===== config.mk =====
export PLATFORM = sky130hd
export DESIGN_NAME = fpu_unpack
export DESIGN_NICKNAME = d
export VERILOG_FILES = /design/src/rtl/fpu_unpack_pkg.sv /design/src/rtl/fpu_lzc24.sv /design/src/rtl/fpu_unpack.sv
export SDC_FILE = /design/constraint.sdc
export NUM_CORES = 1
export LEC_CHECK = 0
export ABC_AREA = 1
export CELL_PAD_IN_SITES_DETAIL_PLACEMENT = 1
export CELL_PAD_IN_SITES_GLOBAL_PLACEMENT = 2
export CORE_ASPECT_RATIO = 0.5
export CORE_MARGIN = 1
export CORE_UTILIZATION = 30
export DETAILED_ROUTE_END_ITERATION = 12
export GPL_ROUTABILITY_DRIVEN = 0
export HOLD_SLACK_MARGIN = 0.02
export PLACE_DENSITY = 0.78
export SETUP_SLACK_MARGIN = 0.2
export SLEW_MARGIN = 10
export SYNTH_ARGS = -nofsm -noshare
export SYNTH_HDL_FRONTEND = slang
export SYNTH_HIERARCHICAL = 1
export SYNTH_SLANG_ARGS = --single-unit
export TNS_END_PERCENT = 5

===== constraint.sdc =====
create_clock -name clk -period 1.7 [get_ports clk]
set_input_delay 0.34 -clock clk [delete_from_list [all_inputs] [get_ports clk]]
set_output_delay 0.34 -clock clk [all_outputs]
set_load 0.05 [all_outputs]

===== src/rtl/fpu_unpack_pkg.sv =====
// Shared FPU types for the unpack stage: rounding mode, one-hot operand class,
// unpacked-operand record, exponent constants and the field classifier.
package fpu_unpack_pkg;

    localparam int FPU_EXP_BIAS    = 127;
    localparam int FPU_EXP_SPECIAL = 255;

    typedef enum logic [2:0] {
        RM_RNE = 3'd0,
        RM_RTZ = 3'd1,
        RM_RDN = 3'd2,
        RM_RUP = 3'd3,
        RM_RMM = 3'd4
    } fpu_round_mode_t;

    // One-hot {zero, subnormal, normal, inf, qnan, snan}; CLS_NONE is the reset value
    typedef enum logic [5:0] {
        CLS_NONE   = 6'b000000,
        CLS_ZERO   = 6'b100000,
        CLS_SUB    = 6'b010000,
        CLS_NORMAL = 6'b001000,
        CLS_INF    = 6'b000100,
        CLS_QNAN   = 6'b000010,
        CLS_SNAN   = 6'b000001
    } fpu_class_t;

    typedef struct packed {
        logic            sign;
        logic [9:0]      exponent;
        logic [23:0]     mantissa;
        fpu_class_t      cls;
        fpu_round_mode_t round_mode;
    } fpu_unpacked_t;

    typedef enum logic {
        ST_IDLE = 1'b0,
        ST_NORM = 1'b1
    } fpu_unpack_state_t;

    function automatic fpu_class_t fpu_classify(input logic [7:0] e, input logic [22:0] f);
        fpu_class_t c;
        if (e == 8'd0) begin
            c = (f == 23'd0) ? CLS_ZERO : CLS_SUB;
        end else if (e == 8'(FPU_EXP_SPECIAL)) begin
            if (f == 23'd0)  c = CLS_INF;
            else if (f[22])  c = CLS_QNAN;
            else             c = CLS_SNAN;
        end else begin
            c = CLS_NORMAL;
        end
        return c;
    endfunction

endpackage


===== src/rtl/fpu_lzc24.sv =====
// 24-bit combinational leading-zero counter; an all-zero input reports 24.
module fpu_lzc24 (
    input  logic [23:0] data_i,
    output logic [4:0]  lz_o
);

    // Scan upward so the highest set bit is the last one to write the count
    always_comb begin
        lz_o = 5'd24;
        for (int i = 0; i < 24; i++) begin
            if (data_i[i]) lz_o = 5'(23 - i);
        end
    end

endmodule


===== src/rtl/fpu_unpack.sv =====
// IEEE-754 single-precision unpacker/normalizer with valid/ready on both sides.
// Subnormals are left-normalized so consumers always see a leading-one mantissa.
// Build option FPU_UNPACK_FAST_NORM_EN: normalize subnormals in a single cycle with
// a leading-zero count and barrel shift; otherwise they are shifted 1 bit per cycle.
//
//   state   | meaning
//   --------+-----------------------------------------------------------
//   ST_IDLE | accepting operands; non-subnormals go straight to output
//   ST_NORM | shifting a subnormal left until bit 23 is set (input held off)
module fpu_unpack
    import fpu_unpack_pkg::*;
(
    input  logic                clk,
    input  logic                rst_n,
    input  logic                in_valid,
    output logic                in_ready,
    input  logic [31:0]         in_data,
    input  fpu_round_mode_t     in_round_mode,
    output logic                out_valid,
    input  logic                out_ready,
    output logic                out_sign,
    output logic signed [9:0]   out_exponent,
    output logic [23:0]         out_mantissa,
    output fpu_class_t          out_class,
    output fpu_round_mode_t     out_round_mode
);

    logic [7:0]    in_exp;
    logic [22:0]   in_frac;
    fpu_class_t    in_cls;
    logic          in_is_sub;
    logic          slot_free;
    logic          accept;
    logic          capture_meta;
    logic          load_direct;
    logic          load_norm;
    logic [9:0]    norm_exp;
    logic [23:0]   norm_mant;
    fpu_unpacked_t direct_res;
    fpu_unpacked_t out_q, out_d;
    logic          out_valid_q, out_valid_d;

    assign in_exp       = in_data[30:23];
    assign in_frac      = in_data[22:0];
    assign in_cls       = fpu_classify(in_exp, in_frac);
    assign in_is_sub    = (in_cls == CLS_SUB);
    assign slot_free    = !out_valid_q || out_ready;
    assign accept       = in_valid && in_ready;
    // Sign and rounding mode of a subnormal are taken at accept; the slot is free then
    assign capture_meta = accept && in_is_sub;

    // Result for zero, normal and special operands: exponent is the raw field
    always_comb begin
        direct_res.sign       = in_data[31];
        direct_res.exponent   = {2'b00, in_exp};
        direct_res.mantissa   = (in_exp == 8'd0) ? 24'd0 : {1'b1, in_frac};
        direct_res.cls        = in_cls;
        direct_res.round_mode = in_round_mode;
    end

`ifdef FPU_UNPACK_FAST_NORM_EN
    logic [4:0] lz;

    fpu_lzc24 u_lzc (
        .data_i ({1'b0, in_frac}),
        .lz_o   (lz)
    );

    assign in_ready    = slot_free;
    assign load_direct = accept && !in_is_sub;
    assign load_norm   = accept && in_is_sub;
    assign norm_mant   = {1'b0, in_frac} << lz;
    assign norm_exp    = 10'd1 - {5'd0, lz};
`else
    fpu_unpack_state_t state_q, state_d;
    logic [23:0]       work_mant_q, work_mant_d;
    logic [9:0]        work_exp_q, work_exp_d;
    logic [23:0]       shift_mant;
    logic              norm_done;

    assign shift_mant = {work_mant_q[22:0], 1'b0};
    assign norm_done  = shift_mant[23];
    assign norm_mant  = shift_mant;
    assign norm_exp   = work_exp_q - 10'd1;

    // State register
    always_ff @(posedge clk or negedge rst_n) begin
        if (!rst_n) state_q <= ST_IDLE;
        else        state_q <= state_d;
    end

    // Next state: a subnormal enters NORM, leaves once the final shift can be stored
    always_comb begin
        state_d = state_q;
        case (state_q)
            ST_IDLE: if (accept && in_is_sub) state_d = ST_NORM;
            ST_NORM: if (norm_done && slot_free) state_d = ST_IDLE;
            default: state_d = ST_IDLE;
        endcase
    end

    // Outputs: handshake, output-load strobes and work-register updates
    always_comb begin
        in_ready    = 1'b0;
        load_direct = 1'b0;
        load_norm   = 1'b0;
        work_mant_d = work_mant_q;
        work_exp_d  = work_exp_q;
        case (state_q)
            ST_IDLE: begin
                in_ready    = slot_free;
                load_direct = accept && !in_is_sub;
                if (accept && in_is_sub) begin
                    work_mant_d = {1'b0, in_frac};
                    work_exp_d  = 10'd1;
                end
            end
            ST_NORM: begin
                if (!norm_done) begin
                    work_mant_d = shift_mant;
                    work_exp_d  = norm_exp;
                end else begin
                    load_norm = slot_free;
                end
            end
            default: ;
        endcase
    end

    // Work registers for the iterative shift
    always_ff @(posedge clk or negedge rst_n) begin
        if (!rst_n) begin
            work_mant_q <= '0;
            work_exp_q  <= '0;
        end else begin
            work_mant_q <= work_mant_d;
            work_exp_q  <= work_exp_d;
        end
    end
`endif

    // Output slot: drain on out_ready, a new load on the same edge takes priority
    always_comb begin
        out_d       = out_q;
        out_valid_d = out_valid_q;
        if (out_ready) out_valid_d = 1'b0;
        if (capture_meta) begin
            out_d.sign       = in_data[31];
            out_d.round_mode = in_round_mode;
        end
        if (load_direct) begin
            out_d       = direct_res;
            out_valid_d = 1'b1;
        end else if (load_norm) begin
            out_d.exponent = norm_exp;
            out_d.mantissa = norm_mant;
            out_d.cls      = CLS_SUB;
            out_valid_d    = 1'b1;
        end
    end

    // Output register
    always_ff @(posedge clk or negedge rst_n) begin
        if (!rst_n) begin
            out_q       <= '0;
            out_valid_q <= 1'b0;
        end else begin
            out_q       <= out_d;
            out_valid_q <= out_valid_d;
        end
    end

    assign out_valid      = out_valid_q;
    assign out_sign       = out_q.sign;
    assign out_exponent   = out_q.exponent;
    assign out_mantissa   = out_q.mantissa;
    assign out_class      = out_q.cls;
    assign out_round_mode = out_q.round_mode;

endmodule

==> results.toml, run 1 <==
[global_routing]
pin_count_of_the_biggest_net_entering_global_routing = 43
grt.met1_usage_pct = 28.8
grt_usage_pct = 22.0
grt_pass1_vias = 4779
use_met3_pct = 3.93
globalRouteOverflowTotal = 0
globalRouteMet2Util_pct = 37.3
grt-busiest-layer = "met2"
wire_length_of_the_first_global_routing_pass_um = 25500
initial_antenna_violation_count = 0

[synthesis]
netlist_top_cells_area = "sky130_fd_sc_hd__dfrtp_1, sky130_fd_sc_hd__nand2_1, sky130_fd_sc_hd__nand3_1"
ys_warn_count = 6
synth.lib_cells_used.distinct = 34
synthCells = 572
post_synth_and_or_nand_nor_area_fraction_pct = 36.2
synth-async-reset-ratio_pct = 100
post_synth_fa_ha_maj_area_fraction_pct = 0.285
synth_area_leader_cell = "sky130_fd_sc_hd__dfrtp_1"
post-synth-top-count-cell = "sky130_fd_sc_hd__nand2_1"
ys_seq_area_share_pct = 45.1
xor_xnor_cell_area_share_of_the_yosys_netlist_pct = 1.20
synth_top_family_by_area = "simple AND/OR/NAND/NOR gates"
synth_flop_cell = "sky130_fd_sc_hd__dfrtp_1"
syn_area_per_cell_um2 = 7.66
synth_top_cells_by_count = "sky130_fd_sc_hd__nand2_1, sky130_fd_sc_hd__dfrtp_1, sky130_fd_sc_hd__inv_1, sky130_fd_sc_hd__nand3_1, sky130_fd_sc_hd__nand4_1"
synth_enable_flop_cells = 0
synth_nets = 612
synth_compound_gate_area_share_pct = 5.85
syn-cell-area_um2 = 4380
flip_flop_and_latch_count_after_synthesis = 79
synth.area.mux_share_pct = 0
yosys.area.top_type_share_pct = 45.1

[sta]
report.final.setup_viol = 0
setup-tns-final_ns = 0
rsz0062_at_grt = "yes"
fin_worst_hold_slack_ns = 0.365
timing.final.ws_setup_ns = 0.0877
final-hold-violation-count = 0
maxSlewViolCount = 0
period_share_pct = 94.8
max_freq_ghz = 0.620
maxSlewHeadroom_pct = 79.8
post_route_skew_ns = 0.0106
slew_at_the_pin_with_the_worst_max_slew_slack_ns = 0.303
final_period_minus_worst_setup_slack_ns = 1.61

[die]
design.core.area_um2 = 13900
die_height_um = 87.5
fp.dieArea_um2 = 15100
chipWidth_um = 173
io_pins = 85
initial_utilization_pct = 31.6
row_count = 30

[placement]
pre_cts_ws_ns = -0.419
numPortBuffers = 84
dp.final_hpwl_um = 10100

[route]
avgViaCountPerCell = 4.71
dr.pass1.iters = 4
postRouteWirelength_um = 15700
num_vias = 4395
drt_drc_violations_left = 0
drtAntennaViolNets = 0
wire_per_inst_um = 16.9
initialDrtViolationCount = 215

[hold_path]
worst_hold_path_type = "in2reg"
hold_crit_depth = 4

[clock_network]
clockRootBuffer = "sky130_fd_sc_hd__clkbuf_16"
cts-htree-levels = 3
tritoncts_num_sinks = 79
cts_tree = "built"
clock_latency_at_the_later_pin_of_the_worst_skew_pair_ns = 0.35
cts_inserted_buffers = 9
clock_tree.buffer_depth = 2
clkTransAtPathRegs_ns = 0.07

[pwr]
power_density_nw_per_um2 = 871
p_leak_uw = 0.00356
worst_ir_drop_vdd_mv = 0.461

[run]
max-cap-violations = 0

[setup_path]
setup.worst_path.end_class = "flop"
critical_path_required_ns = 1.98
rrSetupSlack_ns = 0.09
worst_path_arrival_ns = 1.90
r2r.worst_path.cells = 11
critical_path_peak_fanout = 21
setup.worst_path.start_class = "flop"
timing.setup.critical_path_class = "reg2reg"

[final_layout]
post_route_cells_drive_above_1_share_pct = 31.1
nNetsFinal = 777
synthToLayoutAreaGrowth_pct = 52.1
n_antenna_cell = 0

[status]
status = "finished clean"
-- logic make-up (layout without fill, tap and decap cells) --
logic type / count (synthesis) / in the layout
simple gates: 340 / 343
buf+inv: 112 / 279
flops: 79 / 79
compound gates: 34 / 34
xor+xnor: 6 / 6
fa+ha+maj: 1 / 1
-- path summary, 6_finish.rpt --
check / startpoint / endpoint
min in group asynchronous: rst_n / out_mantissa[12]
worst max register to register: out_valid / out_mantissa[18]
worst max-delay path: out_valid / out_mantissa[18]
worst min-delay path: in_data[10] / work_mant_q[10]
worst min register to register: out_round_mode[1] / out_round_mode[1]
max in group asynchronous: rst_n / out_valid
-- through the flow --
stage / cells / util [%] / power, µW / instance area, µm²
final: 934 / 48.0 / 5810 / 6670
after global routing: 934 / 48.0 / 6070 / 6670
after CTS: 928 / 46.8 / 5850 / 6490
after detailed placement: 893 / 42.1 / 3680 / 5850
after global placement: 893 / 42.1 / 3650 / 5850
after floorplan: 572 / - / 3070 / 4390
-- cell usage in the layout, fill, tap and decap left out, types with 3 or more instances in the layout --
cell type / count
sky130_fd_sc_hd__nand2_1: 182
sky130_fd_sc_hd__nand2_8: 7
sky130_fd_sc_hd__nor2_1: 20
sky130_fd_sc_hd__nand3_2: 5
sky130_fd_sc_hd__dlygate4sd2_1: 20
sky130_fd_sc_hd__buf_4: 118
sky130_fd_sc_hd__dlymetal6s2s_1: 11
sky130_fd_sc_hd__clkbuf_16: 10
sky130_fd_sc_hd__nand3_1: 60
sky130_fd_sc_hd__o21ai_1: 7
sky130_fd_sc_hd__nand2_2: 12
sky130_fd_sc_hd__inv_1: 75
sky130_fd_sc_hd__o21ai_2: 18
sky130_fd_sc_hd__o21ai_0: 3
sky130_fd_sc_hd__nor2_2: 3
sky130_fd_sc_hd__nor2_4: 6
sky130_fd_sc_hd__dfrtp_1: 78
sky130_fd_sc_hd__buf_12: 13
sky130_fd_sc_hd__clkdlybuf4s50_1: 5
sky130_fd_sc_hd__nand4_1: 33
sky130_fd_sc_hd__buf_6: 5
sky130_fd_sc_hd__or2_0: 4
sky130_fd_sc_hd__inv_4: 3
sky130_fd_sc_hd__or2_2: 6
sky130_fd_sc_hd__xor2_1: 5
sky130_fd_sc_hd__inv_2: 6
-- per-layer routing --
layer | part of all wire [%] | routed length, µm
met5 | 0 | 0
met4 | 1.0 | 161
met3 | 3.1 | 482
met2 | 48 | 7520
met1 | 48 | 7590
-- sequential cells by signal, indices dropped and copies added, names as in the netlist --
signal          flops
out_mantissa       24
work_mant_q        23
out_exponent       10
work_exp_q         10
out_class           6
out_round_mode      3
out_sign            1
out_valid           1
state_q             1
-- power breakdown --
part / internal [µW] / leakage [µW] / total, µW / switching (µW)
Sequential: 2060 / 0.000869 / 2170 / 112
Combinational: 523 / 0.00254 / 1480 / 955
Clock: 1330 / 0.000156 / 2160 / 828
Total: 3910 / 0.00356 / 5810 / 1900
-- critical path, cell delays in order, from the launching register on --
cell,delay [ns]
sky130_fd_sc_hd__dfrtp_2,0.42
sky130_fd_sc_hd__nand2_4,0.09
sky130_fd_sc_hd__nand2_4,0.07
sky130_fd_sc_hd__nor2_8,0.16
sky130_fd_sc_hd__buf_4,0.17
sky130_fd_sc_hd__nand2_8,0.07
sky130_fd_sc_hd__inv_2,0.09
sky130_fd_sc_hd__buf_12,0.18
sky130_fd_sc_hd__nand2_1,0.10
sky130_fd_sc_hd__nand2_2,0.10
sky130_fd_sc_hd__nand2_1,0.06
sky130_fd_sc_hd__inv_1,0.05
-- timing repair --
item | 4_1_cts | 5_1_grt
endpoints found under the setup margin | 76 | 76
endpoints found under the hold margin | 17 | 0
hold buffers | 1 | 0
buffers inserted | 12 | 5
cloned | 6 | 1
resized for setup | 48 | 41
pin swaps | 25 | 22
-- cell type report --
class | count | area (µm²)
Clock buffer | 11 | 243
Clock inverter | 5 | 81.3
Fill cell | 1684 | 7220
Inverter | 84 | 323
Multi-Input combinational cell | 384 | 2090
Sequential cell | 79 | 1980
Tap cell | 192 | 240
Timing Repair Buffer | 179 | 1710
Power figures use the tool's default switching activity.
==> run 2, diff against run 1 <==
Settings changed: SLEW_MARGIN 10 to 15.
==> results of run 2 <==
No change in the layout: final DEF, timing and power equal those of run 1.
